==> src/rtl/counter_multimode_if.sv <==
// Control/status bundle for counter_multimode: the master drives the controls,
// the slave (the counter) drives count and the status flags.
interface counter_multimode_if #(
  parameter int WIDTH = 8
);
  logic             clr;
  logic             start;
  logic             en;
  logic             dir;
  logic [1:0]       mode;
  logic [WIDTH-1:0] limit;
  logic [WIDTH-1:0] count;
  logic             busy;
  logic             done;
  logic             tc;
  logic             dir_o;

  modport master (
    output clr, start, en, dir, mode, limit,
    input  count, busy, done, tc, dir_o
  );

  modport slave (
    input  clr, start, en, dir, mode, limit,
    output count, busy, done, tc, dir_o
  );
endinterface

==> src/rtl/counter_multimode.sv <==
// Up/down counter with one-shot, wrap, ping-pong and free-run modes, a terminal-count
// pulse and an IDLE/RUN/DONE run-state FSM.
module counter_multimode #(
  parameter int WIDTH = 8
) (
  input  logic                 clk,
  input  logic                 rst_n,
  counter_multimode_if.slave   bus
);

  typedef enum logic [1:0] {
    IDLE = 2'd0,
    RUN  = 2'd1,
    DONE = 2'd2
  } state_t;

  localparam logic [1:0] MODE_ONESHOT  = 2'b00;
  localparam logic [1:0] MODE_WRAP     = 2'b01;
  localparam logic [1:0] MODE_PINGPONG = 2'b10;
  localparam logic [1:0] MODE_FREE     = 2'b11;

  localparam logic [WIDTH-1:0] ALL_ONES = '1;
  localparam logic [WIDTH-1:0] ZERO     = '0;

  state_t           state_reg, state_next;
  logic [WIDTH-1:0] count_reg, count_next;
  logic [WIDTH-1:0] limit_reg, limit_next;
  logic [1:0]       mode_reg, mode_next;
  logic             dir_reg, dir_next;
  logic             tc_reg, tc_next;

  logic             free_run;
  logic             step;
  logic [WIDTH-1:0] term;
  logic [WIDTH-1:0] result;
  logic             hit;

  // State register plus the datapath registers it qualifies.
  always_ff @(posedge clk or negedge rst_n) begin
    if (!rst_n) begin
      state_reg <= IDLE;
      count_reg <= ZERO;
      limit_reg <= ZERO;
      mode_reg  <= 2'b00;
      dir_reg   <= 1'b0;
      tc_reg    <= 1'b0;
    end else begin
      state_reg <= state_next;
      count_reg <= count_next;
      limit_reg <= limit_next;
      mode_reg  <= mode_next;
      dir_reg   <= dir_next;
      tc_reg    <= tc_next;
    end
  end

  // A zero limit degrades every mode to a plain modulo-2^WIDTH counter.
  always_comb begin
    free_run = (mode_reg == MODE_FREE) || (limit_reg == ZERO);
    step     = (state_reg == RUN) && bus.en;

    if (dir_reg)
      term = ZERO;
    else
      term = free_run ? ALL_ONES : limit_reg;

    result = dir_reg ? (count_reg - 1'b1) : (count_reg + 1'b1);
    if (!free_run && (mode_reg == MODE_WRAP) && (count_reg == term))
      result = dir_reg ? limit_reg : ZERO;

    hit = (result == term);
  end

  // Datapath next values; clr beats start, start beats a step.
  always_comb begin
    count_next = count_reg;
    limit_next = limit_reg;
    mode_next  = mode_reg;
    dir_next   = dir_reg;
    tc_next    = 1'b0;

    if (bus.clr) begin
      count_next = ZERO;
      dir_next   = 1'b0;
    end else if (bus.start) begin
      limit_next = bus.limit;
      mode_next  = bus.mode;
      dir_next   = bus.dir;
      if (!bus.dir)
        count_next = ZERO;
      else if ((bus.mode == MODE_FREE) || (bus.limit == ZERO))
        count_next = ALL_ONES;
      else
        count_next = bus.limit;
    end else if (step) begin
      count_next = result;
      tc_next    = hit;
      if (!free_run && (mode_reg == MODE_PINGPONG) && hit)
        dir_next = ~dir_reg;
    end
  end

  // Next-state logic.
  always_comb begin
    state_next = state_reg;
    if (bus.clr)
      state_next = IDLE;
    else if (bus.start)
      state_next = RUN;
    else if (step && !free_run && (mode_reg == MODE_ONESHOT) && hit)
      state_next = DONE;
  end

  // Outputs, all sourced from registers.
  always_comb begin
    bus.count = count_reg;
    bus.tc    = tc_reg;
    bus.dir_o = dir_reg;
    bus.busy  = (state_reg == RUN);
    bus.done  = (state_reg == DONE);
  end

endmodule
==> src/flat_wrapper.sv <==
// flat-port wrapper written by rule: the top's interface ports become plain ports
module counter_multimode_flat 
#(
  parameter int WIDTH = 8
)
  (clk, rst_n, bus_clr, bus_start, bus_en, bus_dir, bus_mode, bus_limit, bus_count, bus_busy, bus_done, bus_tc, bus_dir_o);
  counter_multimode_if #(.WIDTH(WIDTH)) bus_i ();
  input  logic clk;
  input  logic rst_n;
  input wire logic [$bits(bus_i.clr)-1:0] bus_clr;
  input wire logic [$bits(bus_i.start)-1:0] bus_start;
  input wire logic [$bits(bus_i.en)-1:0] bus_en;
  input wire logic [$bits(bus_i.dir)-1:0] bus_dir;
  input wire logic [$bits(bus_i.mode)-1:0] bus_mode;
  input wire logic [$bits(bus_i.limit)-1:0] bus_limit;
  output wire logic [$bits(bus_i.count)-1:0] bus_count;
  output wire logic [$bits(bus_i.busy)-1:0] bus_busy;
  output wire logic [$bits(bus_i.done)-1:0] bus_done;
  output wire logic [$bits(bus_i.tc)-1:0] bus_tc;
  output wire logic [$bits(bus_i.dir_o)-1:0] bus_dir_o;
  assign bus_i.clr = bus_clr;
  assign bus_i.start = bus_start;
  assign bus_i.en = bus_en;
  assign bus_i.dir = bus_dir;
  assign bus_i.mode = bus_mode;
  assign bus_i.limit = bus_limit;
  assign bus_count = bus_i.count;
  assign bus_busy = bus_i.busy;
  assign bus_done = bus_i.done;
  assign bus_tc = bus_i.tc;
  assign bus_dir_o = bus_i.dir_o;
  counter_multimode #(.WIDTH(WIDTH)) u_core (.clk(clk), .rst_n(rst_n), .bus(bus_i));
endmodule
==> config.mk <==
export PLATFORM = sky130hd
export DESIGN_NAME = counter_multimode_flat
export DESIGN_NICKNAME = d
export VERILOG_FILES = /design/src/rtl/counter_multimode_if.sv /design/src/rtl/counter_multimode.sv /design/src/flat_wrapper.sv
export SDC_FILE = /design/constraint.sdc
export NUM_CORES = 1
export LEC_CHECK = 0
export CAP_MARGIN = 20
export CORE_MARGIN = 1
export CORE_UTILIZATION = 60
export DETAILED_ROUTE_END_ITERATION = 12
export PLACE_DENSITY = 0.95
export SYNTH_ARGS = -nofsm -noshare
export SYNTH_HDL_FRONTEND = slang
export SYNTH_SLANG_ARGS = --single-unit
==> constraint.sdc <==
create_clock -name clk -period 10.3 [get_ports clk]
set_clock_uncertainty 0.2 [all_clocks]
set_input_delay 1.03 -clock clk [delete_from_list [all_inputs] [get_ports clk]]
set_output_delay 1.03 -clock clk [all_outputs]
set_load 0.02 [all_outputs]
-- After elaboration in Yosys (flattened, before gate mapping)
Index checks and enable logic that the tools add are counted.
- register bits: 22
- input port bits: 16
- word-level logic and storage cells: 57
- output and inout bits: 12
- bitwise logic cells: 2
- reductions and logical operators: 19
- multiplexer cells: 20
- eq/ne operators: 8
- $add $sub $neg: 2
- operators with widths (kind ; number):
    $mux 8 ; 10
    $eq 8x8->1 ; 2
    $logic_not 8->1 ; 2
    $reduce_bool 3->1 ; 3
    $add 8x1->8 const B ; 1
    $eq 2x2->1 const B ; 4
    $logic_and 1x1->1 ; 8
    $sub 8x1->8 const B ; 1
    $mux 1 ; 7
    $mux 2 ; 3
    $eq 2x1->1 const B ; 2
    $reduce_and 2->1 ; 2
    $logic_not 2->1 ; 1
    $logic_or 1x1->1 ; 2
    $not 1->1 ; 2
    $logic_not 1->1 ; 1

-- Depth between registers and ports, before layout
Gate-level depths: netlist of the first run.
- word-level depth: 13
- depth in mapped cells: 12
- mapped depth without buffers: 10

-- Worst setup path after synthesis of the first run
OpenSTA, ideal clock, no wires.
- kind: register -> register
- from: reg u_core.dir_reg, in the netlist u_core.bus.dir_o
- to: reg u_core.dir_reg, in the netlist u_core.bus.dir_o
- setup time: 0.094 ns
- path slack: 6.829 ns
- data arrival time: 3.178 ns
- required time: 10.006 ns
- buffers on the path: 0
- cell stages (with the launch flop): 11
- clock period less this slack: 3.471 ns
- cell sequence: dfrtp_1 -> ha_1 -> a211oi_1 -> o21ba_1 -> o21ai_1 -> and3_1 -> or2_2 -> or3_1 -> o22a_1 -> or4b_1 -> a211oi_1
- cells in the longest elaborated chain, start to end: 8
- elaborated cells between the ends (all ways): 15
- classes of those cells: 2 x eq/ne; 8 x mux; 1 x bitwise; 4 x reduce/logical
- RTL lines (item ; RTL line ; RTL):
    from (decl) ; counter_multimode.sv:29 ; logic dir_reg, dir_next;
    from (signal assigned) ; counter_multimode.sv:52 ; dir_reg <= dir_next;
    $mux 8 ; counter_multimode.sv:62 ; if (dir_reg)
    $eq 8x8->1 ; counter_multimode.sv:68 ; if (!free_run && (mode_reg == MODE_WRAP) && (count_reg == term))
    $logic_and 1x1->1 ; counter_multimode.sv:68 ;
    $mux 8 ; counter_multimode.sv:68 ;
    $eq 8x8->1 ; counter_multimode.sv:71 ; hit = (result == term);
    $logic_and 1x1->1 ; counter_multimode.sv:98 ; if (!free_run && (mode_reg == MODE_PINGPONG) && hit)
    $reduce_bool 3->1 (no source line) ; n/a ;
    $reduce_and 2->1 (no source line) ; n/a ;
Several ways; a longest one is shown, not always the timed one. The select of a mux whose other input is x is not followed.
A chain may end at the register's enable or synchronous reset.

-- Final worst setup path of the first run
Same ends and word-level chain as after synthesis.

==> flow_results.xml, run 1 <==
<?xml version="1.0" encoding="UTF-8"?>
<metrics>
  <group name="place">
    <metric name="port_buffers" unit="">27</metric>
    <metric name="globalplace.congestion" unit="">0.964</metric>
    <metric name="dpl_worst_slack" unit="ps">6670</metric>
    <metric name="place_hpwl" unit="um">4380</metric>
  </group>
  <group name="hold_path">
    <metric name="min_from" unit="">u_core.state_reg[1]</metric>
    <metric name="worst_min_path_class" unit="">reg -&gt; reg</metric>
  </group>
  <group name="final_layout">
    <metric name="layout.nets" unit="">296</metric>
    <metric name="multi_input_area" unit="um2">1400</metric>
    <metric name="num_antenna_cells" unit="">0</metric>
    <metric name="most-common-layout-cells" unit="">sky130_fd_sc_hd__nor2_1 (34), sky130_fd_sc_hd__clkdlybuf4s50_1 (27), sky130_fd_sc_hd__dfrtp_1 (22), sky130_fd_sc_hd__nand2_1 (20), sky130_fd_sc_hd__a21oi_1 (16)</metric>
    <metric name="syn_to_final_growth" unit="%">17.2</metric>
    <metric name="most_common_cell_after_layout_fill_and_taps_aside" unit="">sky130_fd_sc_hd__nor2_1</metric>
    <metric name="area.sequential" unit="um2">551</metric>
    <metric name="final_layout_size_suffix_gt1_share" unit="%">11.4</metric>
    <metric name="fillCellCount" unit="">213</metric>
  </group>
  <group name="routing">
    <metric name="drt_iter0_drc" unit="">172</metric>
    <metric name="wl" unit="um">6160</metric>
    <metric name="detail_route.wl_per_cell" unit="um">19.5</metric>
    <metric name="route.detailed.drc" unit="">0</metric>
    <metric name="drt-pass1-iter-count" unit="">7</metric>
    <metric name="vias_per_cell" unit="">6.96</metric>
    <metric name="vias" unit="">2200</metric>
    <metric name="antenna_left" unit="">0</metric>
  </group>
  <group name="cts">
    <metric name="max_buffers_root_to_sink" unit="">2</metric>
    <metric name="clk_lat_worst_skew" unit="ps">320</metric>
    <metric name="clock_sink_count" unit="">22</metric>
    <metric name="clkTransAtPathRegs" unit="ps">140</metric>
    <metric name="cts_tree" unit="">done</metric>
    <metric name="postCtsResizedCells" unit="">0</metric>
    <metric name="post_cts_buffers" unit="">0</metric>
    <metric name="ctsRootBufferMaster" unit="">sky130_fd_sc_hd__clkbuf_4</metric>
    <metric name="cts_hold_buf" unit="">0</metric>
    <metric name="cts-buffers-inserted" unit="">3</metric>
    <metric name="ctsHtreeMaxLevel" unit="">1</metric>
  </group>
  <group name="synthesis">
    <metric name="synth_nets" unit="">271</metric>
    <metric name="synth_warnings" unit="">0</metric>
    <metric name="ys_ff_latch" unit="">22</metric>
    <metric name="synth_top_cell_area_share" unit="%">27.1</metric>
    <metric name="syn-cell-area" unit="um2">2030</metric>
    <metric name="synth_top_flop_cell" unit="">sky130_fd_sc_hd__dfrtp_1</metric>
    <metric name="synth_edf_count" unit="">0</metric>
    <metric name="post-synth-top-area-cell" unit="">sky130_fd_sc_hd__dfrtp_1</metric>
    <metric name="yosysUniqueCellTypes" unit="">61</metric>
    <metric name="ys_seq_area_share" unit="%">27.1</metric>
    <metric name="syn_area_per_cell" unit="um2">8.19</metric>
    <metric name="post_synth_inst_count" unit="">248</metric>
    <metric name="synth_async_sr_flop_share" unit="%">100</metric>
    <metric name="synth_top_area_cells" unit="">sky130_fd_sc_hd__dfrtp_1 (27%), sky130_fd_sc_hd__nor2_1 (6.3%), sky130_fd_sc_hd__mux2_2 (5.0%)</metric>
  </group>
  <group name="sta">
    <metric name="rsz0062_at_grt" unit="">no</metric>
    <metric name="fin_crit_sh" unit="%">35.5</metric>
    <metric name="period_minus_slack" unit="ps">3660</metric>
    <metric name="final.setup.tns" unit="ps">0</metric>
    <metric name="max_freq" unit="GHz">0.273</metric>
    <metric name="hold_ws" unit="ps">347</metric>
    <metric name="worst_slew_margin_rel" unit="%">29.8</metric>
    <metric name="drv_slew" unit="">0</metric>
    <metric name="worst_slack" unit="ps">6640</metric>
    <metric name="worstMarginPinSlew" unit="ps">1050</metric>
    <metric name="setup_viol" unit="">0</metric>
    <metric name="finalHoldViolations" unit="">0</metric>
  </group>
  <group name="power_and_ir_drop">
    <metric name="leakage_power" unit="nW">0.904</metric>
    <metric name="power_density" unit="nW/um2">144</metric>
    <metric name="vdd_ir_drop_max" unit="mV">0.108</metric>
  </group>
  <group name="setup_path">
    <metric name="r2r-end" unit="">u_core.bus.dir_o</metric>
    <metric name="category_of_the_most_critical_setup_path" unit="">reg -&gt; reg</metric>
    <metric name="critPathLaunch" unit="">u_core.bus.dir_o</metric>
    <metric name="regToRegSetupSlack" unit="ps">6640</metric>
    <metric name="crit_path_end" unit="">u_core.bus.dir_o</metric>
    <metric name="largest_fanout_of_any_net_on_the_critical_path" unit="">41</metric>
    <metric name="worstRegToRegCells" unit="">11</metric>
    <metric name="endpoint_kind" unit="">flop</metric>
    <metric name="start_kind" unit="">flop</metric>
    <metric name="worst_ep_arrival_time" unit="ps">3700</metric>
    <metric name="rr_startpoint" unit="">u_core.bus.dir_o</metric>
    <metric name="critical_path_rt" unit="ps">10350</metric>
  </group>
  <group name="status">
    <metric name="status" unit="">completed</metric>
  </group>
  <group name="floorplan">
    <metric name="floorplan.die_area" unit="um2">3620</metric>
    <metric name="vertical_die_dimension" unit="um">60.2</metric>
    <metric name="die_width" unit="um">60.2</metric>
    <metric name="core_ar" unit="um2">3130</metric>
    <metric name="row_count" unit="">20</metric>
    <metric name="boundaryPins" unit="">28</metric>
    <metric name="floorplan.initialDensity" unit="%">64.9</metric>
  </group>
  <group name="grt">
    <metric name="grt_use_total" unit="%">34.6</metric>
    <metric name="grt.overflow.total" unit="">0</metric>
    <metric name="grt_first_pass_wirelength" unit="um">9110</metric>
    <metric name="antenna_violations_before_repair" unit="">0</metric>
    <metric name="maximum_number_of_pins_on_one_net_before_global_route_repair" unit="">42</metric>
    <metric name="grt_pass1_vias" unit="">1889</metric>
  </group>
  <group name="job">
    <metric name="max_cap_violations" unit="">0</metric>
  </group>
</metrics>
-- critical path, stage by stage, from the launching register on --
cell and delay (ps):
sky130_fd_sc_hd__dfrtp_1 380, sky130_fd_sc_hd__buf_4 260, sky130_fd_sc_hd__fa_1 500, sky130_fd_sc_hd__a211oi_1 340, sky130_fd_sc_hd__o21bai_1 120, sky130_fd_sc_hd__a21oi_1 260, sky130_fd_sc_hd__xnor2_1 210, sky130_fd_sc_hd__mux2_2 210
sky130_fd_sc_hd__a221oi_1 70, sky130_fd_sc_hd__o22a_1 260, sky130_fd_sc_hd__or4b_1 530, sky130_fd_sc_hd__a211oi_1 230
-- area by class of cell --
cell class	count	share of cell area [%]
clock buffer	4	1.52
sequential	22	23.1
multi-input combinational	208	58.6
timing repair buffer	30	13.1
tap	44	2.31
inverter	8	1.26
-- metrics by stage --
stage / util [%] / instance area (um2) / power (mW) / std cells
after floorplan: - / 2030 / 0.233 / 248
after global placement: 73.8 / 2310 / 0.279 / 310
after detailed placement: 73.8 / 2310 / 0.283 / 310
after CTS: 75.0 / 2340 / 0.331 / 314
after global routing: 76.1 / 2380 / 0.357 / 316
final: 76.1 / 2380 / 0.342 / 316
-- report_power, final --
| part | leakage (nW) | internal [mW] | switching (mW) |
|---|---|---|---|
| clock | 0.0210 | 0.0216 | 0.0294 |
| combinational | 0.606 | 0.0734 | 0.0960 |
| sequential | 0.276 | 0.0964 | 0.0249 |
-- layer usage --
layer	part of all wire, %	global-route usage (%)
met3	9.4	6.28
met1	40	47.3
met2	48	53.8
met5	0	0
met4	3.2	13.6
-- cell usage after synthesis, drive strengths merged, types with 2 or more instances --
cell type and instances:
nor2 34, a221oi 4, clkbuf 6, nor4b 3, dfrtp 22, o21ai 20
and3 3, o21bai 5, a311oi 2, ha 6, buf 4, o22a 3
a21oi 16, a22oi 3, a31oi 3, nand3 5, xor2 2, inv 8
nor2b 5, mux2 9, nand2b 4, o32ai 2, nand2 20, nor4 7
nor3 7, a211oi 7, xnor2 3, or3 4, a2bb2oi 2, or2 6
and2 3
-- worst min path at each step --
stage	to	slack, ps	cells after the start
after floorplan	u_core.state_reg[1]	280	1
after global placement	u_core.state_reg[1]	310	1
after detailed placement	u_core.state_reg[1]	300	1
after CTS	u_core.state_reg[1]	340	1
after global routing	u_core.state_reg[1]	360	1
final	u_core.state_reg[1]	350	1
-- cells by family (layout without fill, tap and decap cells) --
family,count (synthesis),count (layout),synth area share (%)
adder cells (fa/ha/maj),7,7,4.68
AND/OR/NAND/NOR,104,104,27.4
XOR/XNOR,5,5,2.16
multiplexers,9,9,4.99
AO/OA/AOI/OAI,83,83,29.5
buffers and inverters,18,42,4.19
flip-flops,22,22,27.1
(Power assumes the default switching activity.)
==> run 2: changes to the inputs <==
--- a/config.mk
+++ b/config.mk
@@ -7,9 +7,9 @@
 export LEC_CHECK = 0
 export CAP_MARGIN = 20
 export CORE_MARGIN = 1
-export CORE_UTILIZATION = 60
+export CORE_UTILIZATION = 55
 export DETAILED_ROUTE_END_ITERATION = 12
-export PLACE_DENSITY = 0.95
+export PLACE_DENSITY = 0.9
 export SYNTH_ARGS = -nofsm -noshare
 export SYNTH_HDL_FRONTEND = slang
 export SYNTH_SLANG_ARGS = --single-unit
==> constraint.sdc (replaced) <==
create_clock -name clk -period 3.5 [get_ports clk]
set_clock_uncertainty 0.2 [all_clocks]
set_input_delay 0.35 -clock clk [delete_from_list [all_inputs] [get_ports clk]]
set_output_delay 0.35 -clock clk [all_outputs]
set_load 0.02 [all_outputs]
==> flow_results.xml, run 2 (synthesis gave the netlist of run 1 again) <==
<?xml version="1.0" encoding="UTF-8"?>
<metrics>
  <group name="setup_path">
    <metric name="endpoint_kind" unit="">flop</metric>
    <metric name="worstRegToRegCells" unit="">10</metric>
    <metric name="critical_path_rt" unit="ps">3460</metric>
    <metric name="worst_ep_arrival_time" unit="ps">3340</metric>
    <metric name="slowest_stage" unit="">sky130_fd_sc_hd__or4b_1</metric>
    <metric name="largest_fanout_of_any_net_on_the_critical_path" unit="">6</metric>
    <metric name="crit_family" unit="">simple AND/OR/NAND/NOR gates</metric>
    <metric name="regToRegSetupSlack" unit="ps">120</metric>
    <metric name="max_stage_delay" unit="ps">530</metric>
    <metric name="crit_path_end" unit="">u_core.bus.dir_o</metric>
    <metric name="r2r-end" unit="">u_core.bus.dir_o</metric>
    <metric name="rr_startpoint" unit="">u_core.bus.count[1]</metric>
    <metric name="cp.buffers_inverters" unit="">0</metric>
    <metric name="start_kind" unit="">flop</metric>
    <metric name="cp_cell_sequence" unit="">ha_1, a211oi_2, o21ba_1, o21ai_1, and3_1, or2_2, or3_1, o22a_1, or4b_1, a211oi_1</metric>
    <metric name="category_of_the_most_critical_setup_path" unit="">reg -&gt; reg</metric>
    <metric name="cp_num_cells" unit="">10</metric>
    <metric name="critPathLaunch" unit="">u_core.bus.count[1]</metric>
  </group>
  <group name="sta">
    <metric name="setup_viol" unit="">0</metric>
    <metric name="worst_slew_margin_rel" unit="%">55.9</metric>
    <metric name="worstMarginPinSlew" unit="ps">658</metric>
    <metric name="max_freq" unit="GHz">0.296</metric>
    <metric name="drv_slew" unit="">0</metric>
    <metric name="finalHoldViolations" unit="">0</metric>
    <metric name="fin_crit_sh" unit="%">96.6</metric>
    <metric name="final.setup.tns" unit="ps">0</metric>
    <metric name="worst_slack" unit="ps">119</metric>
    <metric name="period_minus_slack" unit="ps">3380</metric>
  </group>
  <group name="place">
    <metric name="globalplace.congestion" unit="">1.07</metric>
    <metric name="dpl_worst_slack" unit="ps">-90.0</metric>
    <metric name="place_hpwl" unit="um">5100</metric>
    <metric name="port_buffers" unit="">27</metric>
  </group>
  <group name="power_and_ir_drop">
    <metric name="fraction_of_power_spent_switching_nets" unit="%">40.9</metric>
    <metric name="power_density" unit="nW/um2">428</metric>
    <metric name="net-switching-power" unit="uW">477</metric>
    <metric name="intPower" unit="uW">690</metric>
    <metric name="power.combinational.fraction" unit="%">56.7</metric>
    <metric name="clock_power_share" unit="%">15.6</metric>
    <metric name="leakage_power" unit="nW">1.09</metric>
    <metric name="sequential_share_of_power" unit="%">27.7</metric>
    <metric name="vdd_ir_drop_max" unit="mV">0.380</metric>
  </group>
  <group name="cts">
    <metric name="cts-buffers-inserted" unit="">3</metric>
    <metric name="clkTransAtPathRegs" unit="ps">80</metric>
    <metric name="ctsRootBufferMaster" unit="">sky130_fd_sc_hd__clkbuf_8</metric>
    <metric name="clk_lat_worst_skew" unit="ps">270</metric>
    <metric name="cts_tree" unit="">done</metric>
    <metric name="ctsHtreeMaxLevel" unit="">1</metric>
    <metric name="post_cts_buffers" unit="">0</metric>
    <metric name="max_buffers_root_to_sink" unit="">2</metric>
    <metric name="clock_sink_count" unit="">22</metric>
  </group>
  <group name="routing">
    <metric name="route.detailed.drc" unit="">0</metric>
    <metric name="vias_per_cell" unit="">6.68</metric>
    <metric name="drt-pass1-iter-count" unit="">7</metric>
    <metric name="antenna_left" unit="">0</metric>
    <metric name="drt_iter0_drc" unit="">301</metric>
    <metric name="wl" unit="um">6840</metric>
    <metric name="vias" unit="">2346</metric>
    <metric name="detail_route.wl_per_cell" unit="um">19.5</metric>
  </group>
  <group name="final_layout">
    <metric name="most_common_cell_after_layout_fill_and_taps_aside" unit="">sky130_fd_sc_hd__buf_4</metric>
    <metric name="syn_to_final_growth" unit="%">34.3</metric>
    <metric name="fillCellCount" unit="">229</metric>
    <metric name="num_antenna_cells" unit="">0</metric>
    <metric name="layout.nets" unit="">329</metric>
    <metric name="most-common-layout-cells" unit="">sky130_fd_sc_hd__buf_4 (35), sky130_fd_sc_hd__nor2_1 (34), sky130_fd_sc_hd__clkdlybuf4s50_1 (27), sky130_fd_sc_hd__nand2_1 (20), sky130_fd_sc_hd__dfrtp_1 (19)</metric>
    <metric name="final_layout_size_suffix_gt1_share" unit="%">25.6</metric>
  </group>
  <group name="grt">
    <metric name="maximum_number_of_pins_on_one_net_before_global_route_repair" unit="">35</metric>
    <metric name="grt_pass1_vias" unit="">2221</metric>
    <metric name="grt.overflow.total" unit="">0</metric>
    <metric name="grt_use_total" unit="%">36.1</metric>
    <metric name="antenna_violations_before_repair" unit="">0</metric>
    <metric name="grt_first_pass_wirelength" unit="um">10900</metric>
  </group>
  <group name="hold_path">
    <metric name="worst_min_path_class" unit="">in -&gt; async</metric>
  </group>
  <group name="floorplan">
    <metric name="row_count" unit="">21</metric>
    <metric name="die_width" unit="um">62.8</metric>
    <metric name="floorplan.die_area" unit="um2">3940</metric>
    <metric name="boundaryPins" unit="">28</metric>
    <metric name="core_ar" unit="um2">3440</metric>
    <metric name="floorplan.initialDensity" unit="%">59.0</metric>
    <metric name="vertical_die_dimension" unit="um">62.8</metric>
  </group>
  <group name="status">
    <metric name="status" unit="">completed</metric>
  </group>
  <group name="job">
    <metric name="max_cap_violations" unit="">0</metric>
  </group>
</metrics>
## run 2: cell types whose count changed in the layout (fill, tap and decap cells not counted), sizes merged
cell / before / now
buf: 3 / 36
## run 2: worst reg2reg max path, delay by kind of cell, from the launching register on
kind | cells | cell delay [ps]
compound gates | 5 | 980
fa+ha+maj | 1 | 310
flops | 1 | 460
simple gates | 4 | 1330
## run 2: how the worst min path moves through the flow
stage,start,cells past startpoint,to,slack (ps)
after floorplan,rst_n,0,u_core.bus.count[0],-150
after global placement,u_core.state_reg[1],1,u_core.state_reg[1],290
after detailed placement,u_core.state_reg[1],1,u_core.state_reg[1],320
after CTS,u_core.state_reg[1],1,u_core.state_reg[1],340
after global routing,rst_n,1,u_core.limit_reg[5],110
final,rst_n,1,u_core.limit_reg[5],110
## run 2: cell type report
cell class	count	area [um2]	share of cell area (%)
multi-input combinational	208	1470	53.9
timing repair buffer	63	561	20.6
sequential	22	554	20.3
tap	46	57.6	2.11
clock buffer	4	55.1	2.02
inverter	8	30.0	1.10
## run 2: metrics by stage
| step | area, um2 | total power, mW | hold slack, ps | utilization [%] | std cells |
|---|---|---|---|---|---|
| after floorplan | 2030 | 0.685 | -146 | - | 248 |
| after global placement | 2570 | 0.917 | 293 | 74.6 | 346 |
| after detailed placement | 2570 | 0.929 | 323 | 74.6 | 346 |
| after CTS | 2630 | 1.12 | 341 | 76.5 | 350 |
| after global routing | 2730 | 1.22 | 113 | 79.2 | 351 |
| final | 2730 | 1.17 | 108 | 79.2 | 351 |
## run 2: repair_timing
action,in CTS,in global routing
setup endpoints to repair,3,3
gates resized for setup,2,14
pin swaps,0,3
hold endpoints to repair,0,0
hold buffers,0,0
## run 2: power groups by stage
stage	Combinational (mW)	Clock [mW]	Sequential [mW]
final	0.662	0.182	0.323
after global routing	0.707	0.190	0.327
after CTS	0.613	0.184	0.319
after detailed placement	0.605	0	0.324
after global placement	0.595	0	0.321
after floorplan	0.338	0	0.347
## run 2: per-layer routing
| metal | track usage, % | up-vias | part of all wire (%) |
|---|---|---|---|
| met5 | 0 | - | 0 |
| li1 | - | 1054 | - |
| met1 | 46.7 | 1089 | 38 |
| met2 | 60.6 | 153 | 47 |
| met4 | 14.2 | 0 | 4.4 |
| met3 | 5.11 | 50 | 11 |
